<file path="src/rtl/cp0_reg_pkg.sv">
// ---------------------------------------------------------------------------
// Module : cp0_reg_pkg
// Brief  : CPU-wide CP0 defines: register numbers, ExcCodes, bit positions,
//          and the exception flag bundle carried down the pipeline.
// Rev    : 1.0
// ---------------------------------------------------------------------------
`default_nettype none

package cp0_reg_pkg;

  localparam logic [4:0] c_reg_badvaddr = 5'd8;
  localparam logic [4:0] c_reg_count    = 5'd9;
  localparam logic [4:0] c_reg_compare  = 5'd11;
  localparam logic [4:0] c_reg_status   = 5'd12;
  localparam logic [4:0] c_reg_cause    = 5'd13;
  localparam logic [4:0] c_reg_epc      = 5'd14;

  localparam logic [4:0] c_exc_int  = 5'h00;
  localparam logic [4:0] c_exc_adel = 5'h04;
  localparam logic [4:0] c_exc_ades = 5'h05;
  localparam logic [4:0] c_exc_sys  = 5'h08;
  localparam logic [4:0] c_exc_bp   = 5'h09;
  localparam logic [4:0] c_exc_ri   = 5'h0A;
  localparam logic [4:0] c_exc_ov   = 5'h0C;

  localparam int c_status_ie  = 0;
  localparam int c_status_exl = 1;
  localparam int c_status_bev = 22;
  localparam int c_cause_ti   = 30;
  localparam int c_cause_bd   = 31;

  typedef struct packed {
    logic Interrupt;
    logic WrongAddressinIF;
    logic ReservedInstruction;
    logic Overflow;
    logic Syscall;
    logic Break;
    logic Eret;
    logic WrWrongAddressinMEM;
    logic RdWrongAddressinMEM;
  } ExceptinPipeType;

endpackage

`default_nettype wire

</file>
<file path="src/rtl/cp0_timer.sv">
// ---------------------------------------------------------------------------
// Module : cp0_timer
// Brief  : Count/Compare timer with clock divider and sticky timer interrupt.
// Rev    : 1.0
// ---------------------------------------------------------------------------
`default_nettype none

module cp0_timer #(
  parameter int COUNT_DIV = 2
) (
  input  logic        clk,
  input  logic        rst,
  input  logic        i_count_we,
  input  logic        i_compare_we,
  input  logic [31:0] i_wr_data,
  output logic [31:0] o_count,
  output logic [31:0] o_compare,
  output logic        o_ti
);

  localparam int DIV_W = (COUNT_DIV > 1) ? $clog2(COUNT_DIV) : 1;
  localparam logic [DIV_W-1:0] c_div_last = DIV_W'(COUNT_DIV - 1);
  localparam logic [DIV_W-1:0] c_div_one  = DIV_W'(1);

  logic [DIV_W-1:0] r_div;
  logic [31:0]      r_count;
  logic [31:0]      r_compare;
  logic             r_ti;
  logic             w_tick;

  assign w_tick = (r_div == c_div_last);

  always_ff @(posedge clk) begin
    if (rst) begin
      r_div     <= '0;
      r_count   <= '0;
      r_compare <= '0;
      r_ti      <= 1'b0;
    end else begin
      r_div <= w_tick ? '0 : r_div + c_div_one;
      if (i_count_we)
        r_count <= i_wr_data;
      else if (w_tick)
        r_count <= r_count + 32'd1;
      if (i_compare_we)
        r_compare <= i_wr_data;
      // Writing Compare acknowledges the timer interrupt, even on a match edge
      if (i_compare_we)
        r_ti <= 1'b0;
      else if (r_count == r_compare)
        r_ti <= 1'b1;
    end
  end

  assign o_count   = r_count;
  assign o_compare = r_compare;
  assign o_ti      = r_ti;

endmodule

`default_nettype wire

</file>
<file path="src/rtl/cp0_reg.sv">
// ---------------------------------------------------------------------------
// Module : cp0_reg
// Brief  : CP0 register file: MTC0/MFC0, exception/ERET commit and redirect,
//          interrupt request generation.
// Rev    : 1.0
// ---------------------------------------------------------------------------
`default_nettype none

module cp0_reg
  import cp0_reg_pkg::*;
#(
  parameter logic [31:0] EXC_ENTRY = 32'hBFC0_0380,
  parameter int          COUNT_DIV = 2
) (
  input  logic            clk,
  input  logic            rst,
  input  logic            WB_CP0Wr_MTC0,
  input  logic [4:0]      WB_Dst,
  input  logic [31:0]     WB_Result,
  input  ExceptinPipeType WB_ExceptType,
  input  logic [31:0]     WB_PC,
  input  logic            WB_IsInDelaySlot,
  input  logic [31:0]     WB_ALUOut,
  input  logic [5:0]      Ext_Int,
  input  logic [4:0]      EXE_CP0_RdAddr,
  output logic [31:0]     CP0_RdData,
  output logic [31:0]     CP0_Status,
  output logic [31:0]     CP0_Cause,
  output logic [31:0]     CP0_EPC,
  output logic            CP0_Interrupt,
  output logic            CP0_Redirect,
  output logic [31:0]     CP0_RedirectPC
);

  logic [31:0] r_badvaddr;
  logic [31:0] r_epc;
  logic [7:0]  r_im;
  logic        r_exl;
  logic        r_ie;
  logic        r_bd;
  logic [4:0]  r_exc_code;
  logic [5:0]  r_ip_hw;
  logic [1:0]  r_ip_sw;

  logic [31:0] w_count;
  logic [31:0] w_compare;
  logic        w_ti;
  logic        w_mtc0_we;
  logic        w_exc;
  logic        w_eret;
  logic [4:0]  w_exc_code;
  logic        w_badv_we;
  logic [31:0] w_badv_val;
  logic        w_byp;
  logic [31:0] w_status;
  logic [31:0] w_cause;
  logic [31:0] w_status_wv;
  logic [31:0] w_cause_wv;

  // Any flag, ERET included, squashes the MTC0 of the same instruction
  assign w_mtc0_we = WB_CP0Wr_MTC0 & ~(|WB_ExceptType);

  always_comb begin
    w_exc      = 1'b1;
    w_exc_code = c_exc_int;
    w_badv_we  = 1'b0;
    w_badv_val = WB_PC;
    if (WB_ExceptType.Interrupt) begin
      w_exc_code = c_exc_int;
    end else if (WB_ExceptType.WrongAddressinIF) begin
      w_exc_code = c_exc_adel;
      w_badv_we  = 1'b1;
    end else if (WB_ExceptType.ReservedInstruction) begin
      w_exc_code = c_exc_ri;
    end else if (WB_ExceptType.Overflow) begin
      w_exc_code = c_exc_ov;
    end else if (WB_ExceptType.Syscall) begin
      w_exc_code = c_exc_sys;
    end else if (WB_ExceptType.Break) begin
      w_exc_code = c_exc_bp;
    end else if (WB_ExceptType.RdWrongAddressinMEM) begin
      w_exc_code = c_exc_adel;
      w_badv_we  = 1'b1;
      w_badv_val = WB_ALUOut;
    end else if (WB_ExceptType.WrWrongAddressinMEM) begin
      w_exc_code = c_exc_ades;
      w_badv_we  = 1'b1;
      w_badv_val = WB_ALUOut;
    end else begin
      w_exc = 1'b0;
    end
  end

  assign w_eret         = ~w_exc & WB_ExceptType.Eret;
  assign CP0_Redirect   = w_exc | w_eret;
  assign CP0_RedirectPC = w_exc ? EXC_ENTRY : r_epc;

  assign w_status    = {9'b0, 1'b1, 6'b0, r_im, 6'b0, r_exl, r_ie};
  assign w_cause     = {r_bd, w_ti, 14'b0, r_ip_hw, r_ip_sw, 1'b0, r_exc_code, 2'b0};
  assign w_status_wv = {9'b0, 1'b1, 6'b0, WB_Result[15:8], 6'b0, WB_Result[1:0]};
  assign w_cause_wv  = {r_bd, w_ti, 14'b0, r_ip_hw, WB_Result[9:8], 1'b0, r_exc_code, 2'b0};
  assign w_byp       = w_mtc0_we && (WB_Dst == EXE_CP0_RdAddr);

  always_comb begin
    CP0_RdData = 32'b0;
    case (EXE_CP0_RdAddr)
      c_reg_badvaddr: CP0_RdData = r_badvaddr;
      c_reg_count:    CP0_RdData = w_byp ? WB_Result : w_count;
      c_reg_compare:  CP0_RdData = w_byp ? WB_Result : w_compare;
      c_reg_status:   CP0_RdData = w_byp ? w_status_wv : w_status;
      c_reg_cause:    CP0_RdData = w_byp ? w_cause_wv : w_cause;
      c_reg_epc:      CP0_RdData = w_byp ? WB_Result : r_epc;
      default:        CP0_RdData = 32'b0;
    endcase
  end

  always_ff @(posedge clk) begin
    if (rst) begin
      r_badvaddr <= '0;
      r_epc      <= '0;
      r_im       <= '0;
      r_exl      <= 1'b0;
      r_ie       <= 1'b0;
      r_bd       <= 1'b0;
      r_exc_code <= '0;
      r_ip_hw    <= '0;
      r_ip_sw    <= '0;
    end else begin
      r_ip_hw <= {Ext_Int[5] | w_ti, Ext_Int[4:0]};
      if (w_mtc0_we) begin
        case (WB_Dst)
          c_reg_status: begin
            r_im  <= WB_Result[15:8];
            r_exl <= WB_Result[c_status_exl];
            r_ie  <= WB_Result[c_status_ie];
          end
          c_reg_cause: r_ip_sw <= WB_Result[9:8];
          c_reg_epc:   r_epc   <= WB_Result;
          default: ;
        endcase
      end
      // Exception updates come last so they win over any field written above
      if (w_exc) begin
        r_exc_code <= w_exc_code;
        r_exl      <= 1'b1;
        if (!r_exl) begin
          r_epc <= WB_IsInDelaySlot ? WB_PC - 32'd4 : WB_PC;
          r_bd  <= WB_IsInDelaySlot;
        end
        if (w_badv_we)
          r_badvaddr <= w_badv_val;
      end else if (w_eret) begin
        r_exl <= 1'b0;
      end
    end
  end

  cp0_timer #(
    .COUNT_DIV (COUNT_DIV)
  ) u_timer (
    .clk          (clk),
    .rst          (rst),
    .i_count_we   (w_mtc0_we && (WB_Dst == c_reg_count)),
    .i_compare_we (w_mtc0_we && (WB_Dst == c_reg_compare)),
    .i_wr_data    (WB_Result),
    .o_count      (w_count),
    .o_compare    (w_compare),
    .o_ti         (w_ti)
  );

  assign CP0_Status    = w_status;
  assign CP0_Cause     = w_cause;
  assign CP0_EPC       = r_epc;
  assign CP0_Interrupt = (|({r_ip_hw, r_ip_sw} & r_im)) & r_ie & ~r_exl;

endmodule

`default_nettype wire
</file>
<file path="config.mk">
export PLATFORM = sky130hd
export DESIGN_NAME = cp0_reg
export DESIGN_NICKNAME = d
export VERILOG_FILES = /design/src/rtl/cp0_reg_pkg.sv /design/src/rtl/cp0_timer.sv /design/src/rtl/cp0_reg.sv
export SDC_FILE = /design/constraint.sdc
export NUM_CORES = 1
export LEC_CHECK = 0
export CORE_MARGIN = 5
export CORE_UTILIZATION = 44
export DETAILED_ROUTE_END_ITERATION = 8
export PLACE_DENSITY = 0.75
export SLEW_MARGIN = 10
export SYNTH_ARGS = -nofsm -noshare
export SYNTH_HDL_FRONTEND = slang
export SYNTH_HIERARCHICAL = 1
export SYNTH_SLANG_ARGS = --single-unit
</file>
<file path="constraint.sdc">
create_clock -name clk -period 2.3 [get_ports clk]
set_input_delay 0.23 -clock clk [delete_from_list [all_inputs] [get_ports clk]]
set_output_delay 0.23 -clock clk [all_outputs]
set_load 0.01 [all_outputs]
</file>
==> results of run 1 <==
-- where the power goes --
group / switching (mW) / total, mW / internal, mW
sequential: 0.120 / 2.87 / 2.75
clock: 1.28 / 2.94 / 1.65
combinational: 0.600 / 1.21 / 0.607
-- synth_stat cells, types with 24 or more instances --
cell type  count
nor2b_1       30
dfxtp_1      153
clkbuf_1      67
nand4_1       26
nor2_1       129
nand2_1       70
a21oi_1       34
nand3_1       61
a22oi_1       37
a211oi_1      82
mux2i_1      115
buf_4         49
inv_1         24
xnor2_1       80
-- critical path: cells and delay by family --
| family | cells | cell delay (ns) |
|---|---|---|
| AND/OR/NAND/NOR | 5 | 1.36 |
| buffers and inverters | 5 | 0.64 |
-- stage by stage --
stage	hold slack (ns)	power, mW
detailed placement	0.488	4.09
CTS	0.151	6.98
finish	0.142	7.01
global placement	0.485	4.08
floorplan	0.346	3.37
global route	0.147	7.22
-- flip-flops by register name (all words and copies together) (netlist names) --
name and cells:
r_exl 1, u_timer/o_ti 1, r_ip_hw 6, r_im 8
CP0_EPC 32, u_timer/r_div 1, r_exc_code 4, u_timer/o_count 32
r_badvaddr 32, r_ie 1, r_ip_sw 2, u_timer/o_compare 32
r_bd 1
-- kinds of logic (layout without fill, tap and decap cells) --
family	count (synthesis)	count (layout)	synth area share [%]
AND/OR/NAND/NOR	438	438	22.5
AO/OA/AOI/OAI	231	231	17.2
buffers and inverters	162	481	8.46
flip-flops	153	153	31.4
multiplexers	115	115	11.8
XOR/XNOR	92	92	8.27
adder cells (fa/ha/maj)	2	2	0.257
other	2	40	0.0771
-- cell type report --
| class | count | area [um2] | share of cell area, % |
|---|---|---|---|
| Timing Repair Buffer | 425 | 4070 | 27.8 |
| Inverter | 24 | 90.1 | 0.615 |
| Clock buffer | 18 | 429 | 2.93 |
| Sequential cell | 153 | 3060 | 20.9 |
| Tap cell | 280 | 350 | 2.39 |
| Clock inverter | 14 | 176 | 1.21 |
| Multi-Input combinational cell | 918 | 6460 | 44.1 |
-- worst max path at each step --
stage,endpoint,slack (ns),depth (start not counted)
after detailed placement,CP0_RdData[26],-0.81,10
after global routing,CP0_RdData[24],-0.17,10
after floorplan,CP0_RdData[15],-0.006,8
final,CP0_RdData[24],-0.17,10
after global placement,CP0_RdData[26],-0.79,10
after CTS,CP0_RdData[30],-0.11,10
-- routing by layer --
| metal | vias to the layer above | share of wire (%) | global-route usage, % |
|---|---|---|---|
| met3 | 109 | 10 | 5.88 |
| met1 | 5036 | 41 | 43.1 |
| met2 | 632 | 45 | 48.0 |
| met4 | 0 | 3.2 | 10.6 |
| met5 | - | 0 | 0 |
| li1 | 4899 | - | - |
-- timing repair --
action,4_1_cts,5_1_grt
cloned,3,0
pin swaps,13,15
buffers inserted,9,4
resized for setup,246,60
endpoints found under the setup margin,87,43
hold endpoints to repair,0,0
==> impl_metrics.tcl, run 1 <==
set metrics [dict create \
    status "complete, but fails checks" \
    violations "negative setup slack" \
    grt_pass1_wl_mm 61.7 \
    initial_core_util_pct 44.7 \
    wl_per_cell_um 22.6 \
    yosysWarnings 6 \
    rr_endpoint "r_bd" \
    die_x_um 159 \
    grt_antenna_before_repair 0 \
    fin_crit_sh_pct 108 \
    drc 0 \
    power.density_nw_per_um2 479 \
    place_area_um2 13500 \
    rows 54 \
    critical_path_arrival_ns 2.24 \
    die_y_um 159 \
    yosys_register_bits 153 \
    cts_buffers 17 \
    fin_crit_ns 2.47 \
    diodes 0 \
    netlist_area_um2 9750 \
    power_leakage_nw 6.02 \
    synth.area.top_cells "dfxtp_1, mux2i_1, xnor2_1" \
    clk_latency_ns 0.43 \
    finClkSkew_ns 0.00746 \
    viasPerCell 5.83 \
    finalWirelength_mm 41.3 \
    clk_pin_slew_ns 0.07 \
    path_cells "buf_6, or4_4, nor3_4, inv_2, or3_4, buf_12, buf_12, nand2_4, nand3_2, buf_6" \
    rsz0062_at_grt "true" \
    root_buffer "clkbuf_16" \
    htreeDepth 4 \
    max_freq_mhz 404 \
    ios 287 \
    worst_slack_ns -0.174 \
    cts_tree "built" \
    fin_cells 1832 \
    max_stage_delay_ns 0.56 \
    whs_endpoint "r_exc_code[0]" \
    slowest_stage "or4_4" \
    setup-violations-final 30 \
    vias 10700 \
    min-delay-start "WB_ExceptType[3]" \
    vdd_ir_drop_max_v 0.000334 \
    synth_edf_count 0 \
    crit_fanout 8 \
    worstSetupStartpointType "input pin" \
    grt_pass1_vias 10100 \
    hp-class "in2reg" \
    grt-ovfl-total 0 \
    globalplace.congestion 0.975 \
    post-route-util_pct 67.1 \
    nets 1666 \
    dr.pass1.iters 5 \
    grt_max_degree 65 \
    reg2reg_slack_ns 0.36 \
    numPortBuffers 246 \
    synth.distinct_cells 59 \
    stdcell_area_um2 14600 \
    final-max-slew-violation-count 0 \
    dp_cells 1786 \
    worstRegToRegCells 4 \
    fillers 1793 \
    synthArstFlopShare_pct 0 \
    synth-main-ff-cell "dfxtp_1" \
    dp_slack_ns -0.810 \
    dieArea_um2 25200 \
    clockBufferDepth 2 \
    ant_nets 0 \
    cp-end-kind "output port" \
    cap_viol_max_count 0 \
    hpwlAfterDp_mm 32.0 \
    core_um2 21800 \
    yosysSeqAreaShare_pct 31.4 \
    final_common_cell "clkdlybuf4s50_1" \
    tightest_slew_ns 1.24 \
    setup_tns_ns -2.70 \
    drive_gt1_share_pct 21.2 \
    cts-hold-fix-buffers 0 \
    required_ns 2.07 \
    relSlewSlack_pct 17.4 \
    critPathKind "in2out" \
    worstSetupStartpoint "WB_ExceptType[6]" \
    clock_sinks 153 \
    hold_path_depth 3 \
    synth_top_area_share_pct 31.4 \
    synthCells 1195 \
    final_cell_mix "clkdlybuf4s50_1, dfxtp_1, buf_4, nor2_1, mux2i_1" \
    drt_iter0_drc 1206 \
    reg2reg_from "r_exl" \
    finalHoldViolations 0 \
    avgSynthCellArea_um2 8.16 \
    syn_to_final_growth_pct 50.2 \
    track_usage_pct 30.9 \
    yosys.area.top_type "dfxtp_1" \
]
Note: power is estimated with default switching activity, not from simulation.
==> run 2: changes to the inputs <==
Settings changed: CORE_UTILIZATION 44 to 25, MAX_ROUTING_LAYER set to met4, PLACE_DENSITY 0.75 to 0.46.
==> run 2 against run 1 <==
The run still ends with negative setup slack left. Critical path type unchanged. Clock-buffer cell count fell by 1. Clock power grew 7.1%. Sequential power hardly changed. Critical endpoint is now CP0_RdData[22]. Global-route usage fell by 8.7 points. Combinational power increased by 6%. Register-to-register slack barely moved. Total power grew 4.0%. Sequential share of layout area is 1.1 points lower. Clock skew is 0.0030 ns higher. Non-clock buffer count rose by 36. Die area increased by 71%.
==> impl_metrics.tcl, run 2 (synthesis results as in run 1) <==
set metrics [dict create \
    grt-ovfl-total 0 \
    top_usage_layer "met2" \
    grt_antenna_before_repair 2 \
    nets 1702 \
    htreeDepth 4 \
    rows 72 \
    max_freq_mhz 402 \
    vdd_ir_drop_max_v 0.000508 \
    crit_fanout 6 \
    relSlewSlack_pct 54.5 \
    grt_pass1_wl_mm 70.4 \
    rsz0062_at_grt "true" \
    p_seq_share_pct 39.2 \
    dr.pass1.iters 6 \
    root_buffer "clkbuf_16" \
    p_comb_share_pct 17.6 \
    netSwitchingFraction_pct 28.3 \
    status "complete, but fails checks" \
    wl_per_cell_um 23.4 \
    fin_crit_ns 2.49 \
    initial_core_util_pct 25.2 \
    grtUsageMet1_pct 30.2 \
    clock_sinks 153 \
    critPathKind "in2out" \
    power.density_nw_per_um2 472 \
    switchingPower_mw 2.06 \
    setup-violations-final 32 \
    viasPerCell 4.99 \
    required_ns 2.07 \
    track_usage_pct 22.2 \
    cts_tree "built" \
    dp_slack_ns -0.784 \
    cts_buffers 17 \
    pwr-share-clk_pct 43.2 \
    ios 287 \
    globalplace.congestion 0.935 \
    dieArea_um2 43000 \
    syn_to_final_growth_pct 58.5 \
    hp-class "in2reg" \
    cap_viol_max_count 0 \
    final_common_cell "clkdlybuf4s50_1" \
    core_um2 38600 \
    cts-hold-fix-buffers 0 \
    finalHoldViolations 0 \
    drt_iter0_drc 832 \
    clk_latency_ns 0.44 \
    final-max-slew-violation-count 0 \
    tightest_slew_ns 0.683 \
    internal_power_mw 5.23 \
    numPortBuffers 246 \
    critical_path_arrival_ns 2.26 \
    finClkSkew_ns 0.0104 \
    cp-end-kind "output port" \
    hpwlAfterDp_mm 38.0 \
    drive_gt1_share_pct 23.5 \
    finalWirelength_mm 49.3 \
    worstSetupStartpointType "input pin" \
    use_met3_pct 4.04 \
    die_y_um 207 \
    grt_max_degree 65 \
    drc 0 \
    clockBufferDepth 2 \
    dp_cells 2049 \
    ant_nets 0 \
    die_x_um 207 \
    met2_usage_pct 33.8 \
    total_power_mw 7.29 \
    violations "negative setup slack" \
    fin_cells 2108 \
    clk_pin_slew_ns 0.08 \
    vias 10500 \
    worst_slack_ns -0.188 \
    power_leakage_nw 6.15 \
    fin_crit_sh_pct 108 \
    grt_pass1_vias 10200 \
    final_cell_mix "clkdlybuf4s50_1, buf_4, dfxtp_1, nor2_1, mux2i_1" \
    setup_tns_ns -3.98 \
]
==> run 2: cell count changes in the layout (fill, tap and decap cells not counted), sizes merged, moves of 3 or more <==
cell and change:
buf +32, dlymetal6s2s -9, clkdlybuf4s15 +6, dlygate4sd2 +6, inv -4, clkbuf +3, clkdlybuf4s50 -3
==> run 2: final cells by class <==
class | count | area, um2
fillers | 3884 | 23200
multi-input cells | 918 | 6460
repair buffers | 461 | 4540
flip-flops and latches | 153 | 3060
well taps | 518 | 648
clock buffers | 17 | 425
clock inverters | 15 | 213
inverters | 24 | 90.1
diodes | 2 | 5.00
==> run 2: power by group through the flow <==
stage	clock network (mW)	registers (mW)	logic (mW)
after global routing	3.31	2.87	1.37
final	3.15	2.86	1.28
after global placement	0	2.92	1.27
after detailed placement	0	2.92	1.26
after CTS	3.18	2.86	1.27
after floorplan	0	2.89	0.485
==> run 2: per-layer routing <==
metal / share of wire (%) / vias to the layer above
met3: 5.4 / 65
met5: 0 / -
met4: 2.7 / 0
met2: 46 / 363
met1: 46 / 5110
li1: - / 4971
==> run 2: critical path: stages <==
cell and delay (ns):
buf_6 0.09, or4_4 0.55, nor3_4 0.23, inv_2 0.06, buf_6 0.12, nor3_4 0.21
buf_6 0.15, buf_12 0.14, nor2_2 0.04, a311o_1 0.26, buf_2 0.15
==> run 2: path summary, 6_finish.rpt <==
path,start,endpoint,slack [ns],cells past startpoint
setup / recovery,WB_ExceptType[6],CP0_RdData[22],-0.19,11
hold / removal,WB_ExceptType[3],r_exc_code[0],0.13,3
setup reg to reg,u_timer/o_count[12],u_timer/o_count[31],0.35,5
hold reg to reg,r_bd,r_bd,0.49,2
==> run 2: through the flow <==
stage	instance area, um2	hold slack [ns]	util (%)
floorplan	9940	0.346	-
global placement	14100	0.467	36.4
detailed placement	14100	0.477	36.4
CTS	15200	0.144	39.3
global route	15400	0.133	40.0
finish	15500	0.132	40.0
==> run 2: repair_timing <==
item / 4_1_cts / 5_1_grt
pin swaps: 20 / 22
resized for setup: 279 / 54
setup buffers: 18 / 9
hold endpoints to repair: 0 / 0
setup endpoints to repair: 69 / 116
gates cloned: 6 / 4
==> run 3: changes to the inputs <==
Settings changed: SLEW_MARGIN 10 to 30.
==> results of run 3 <==
No change in the layout: final DEF, timing and power equal those of run 2.
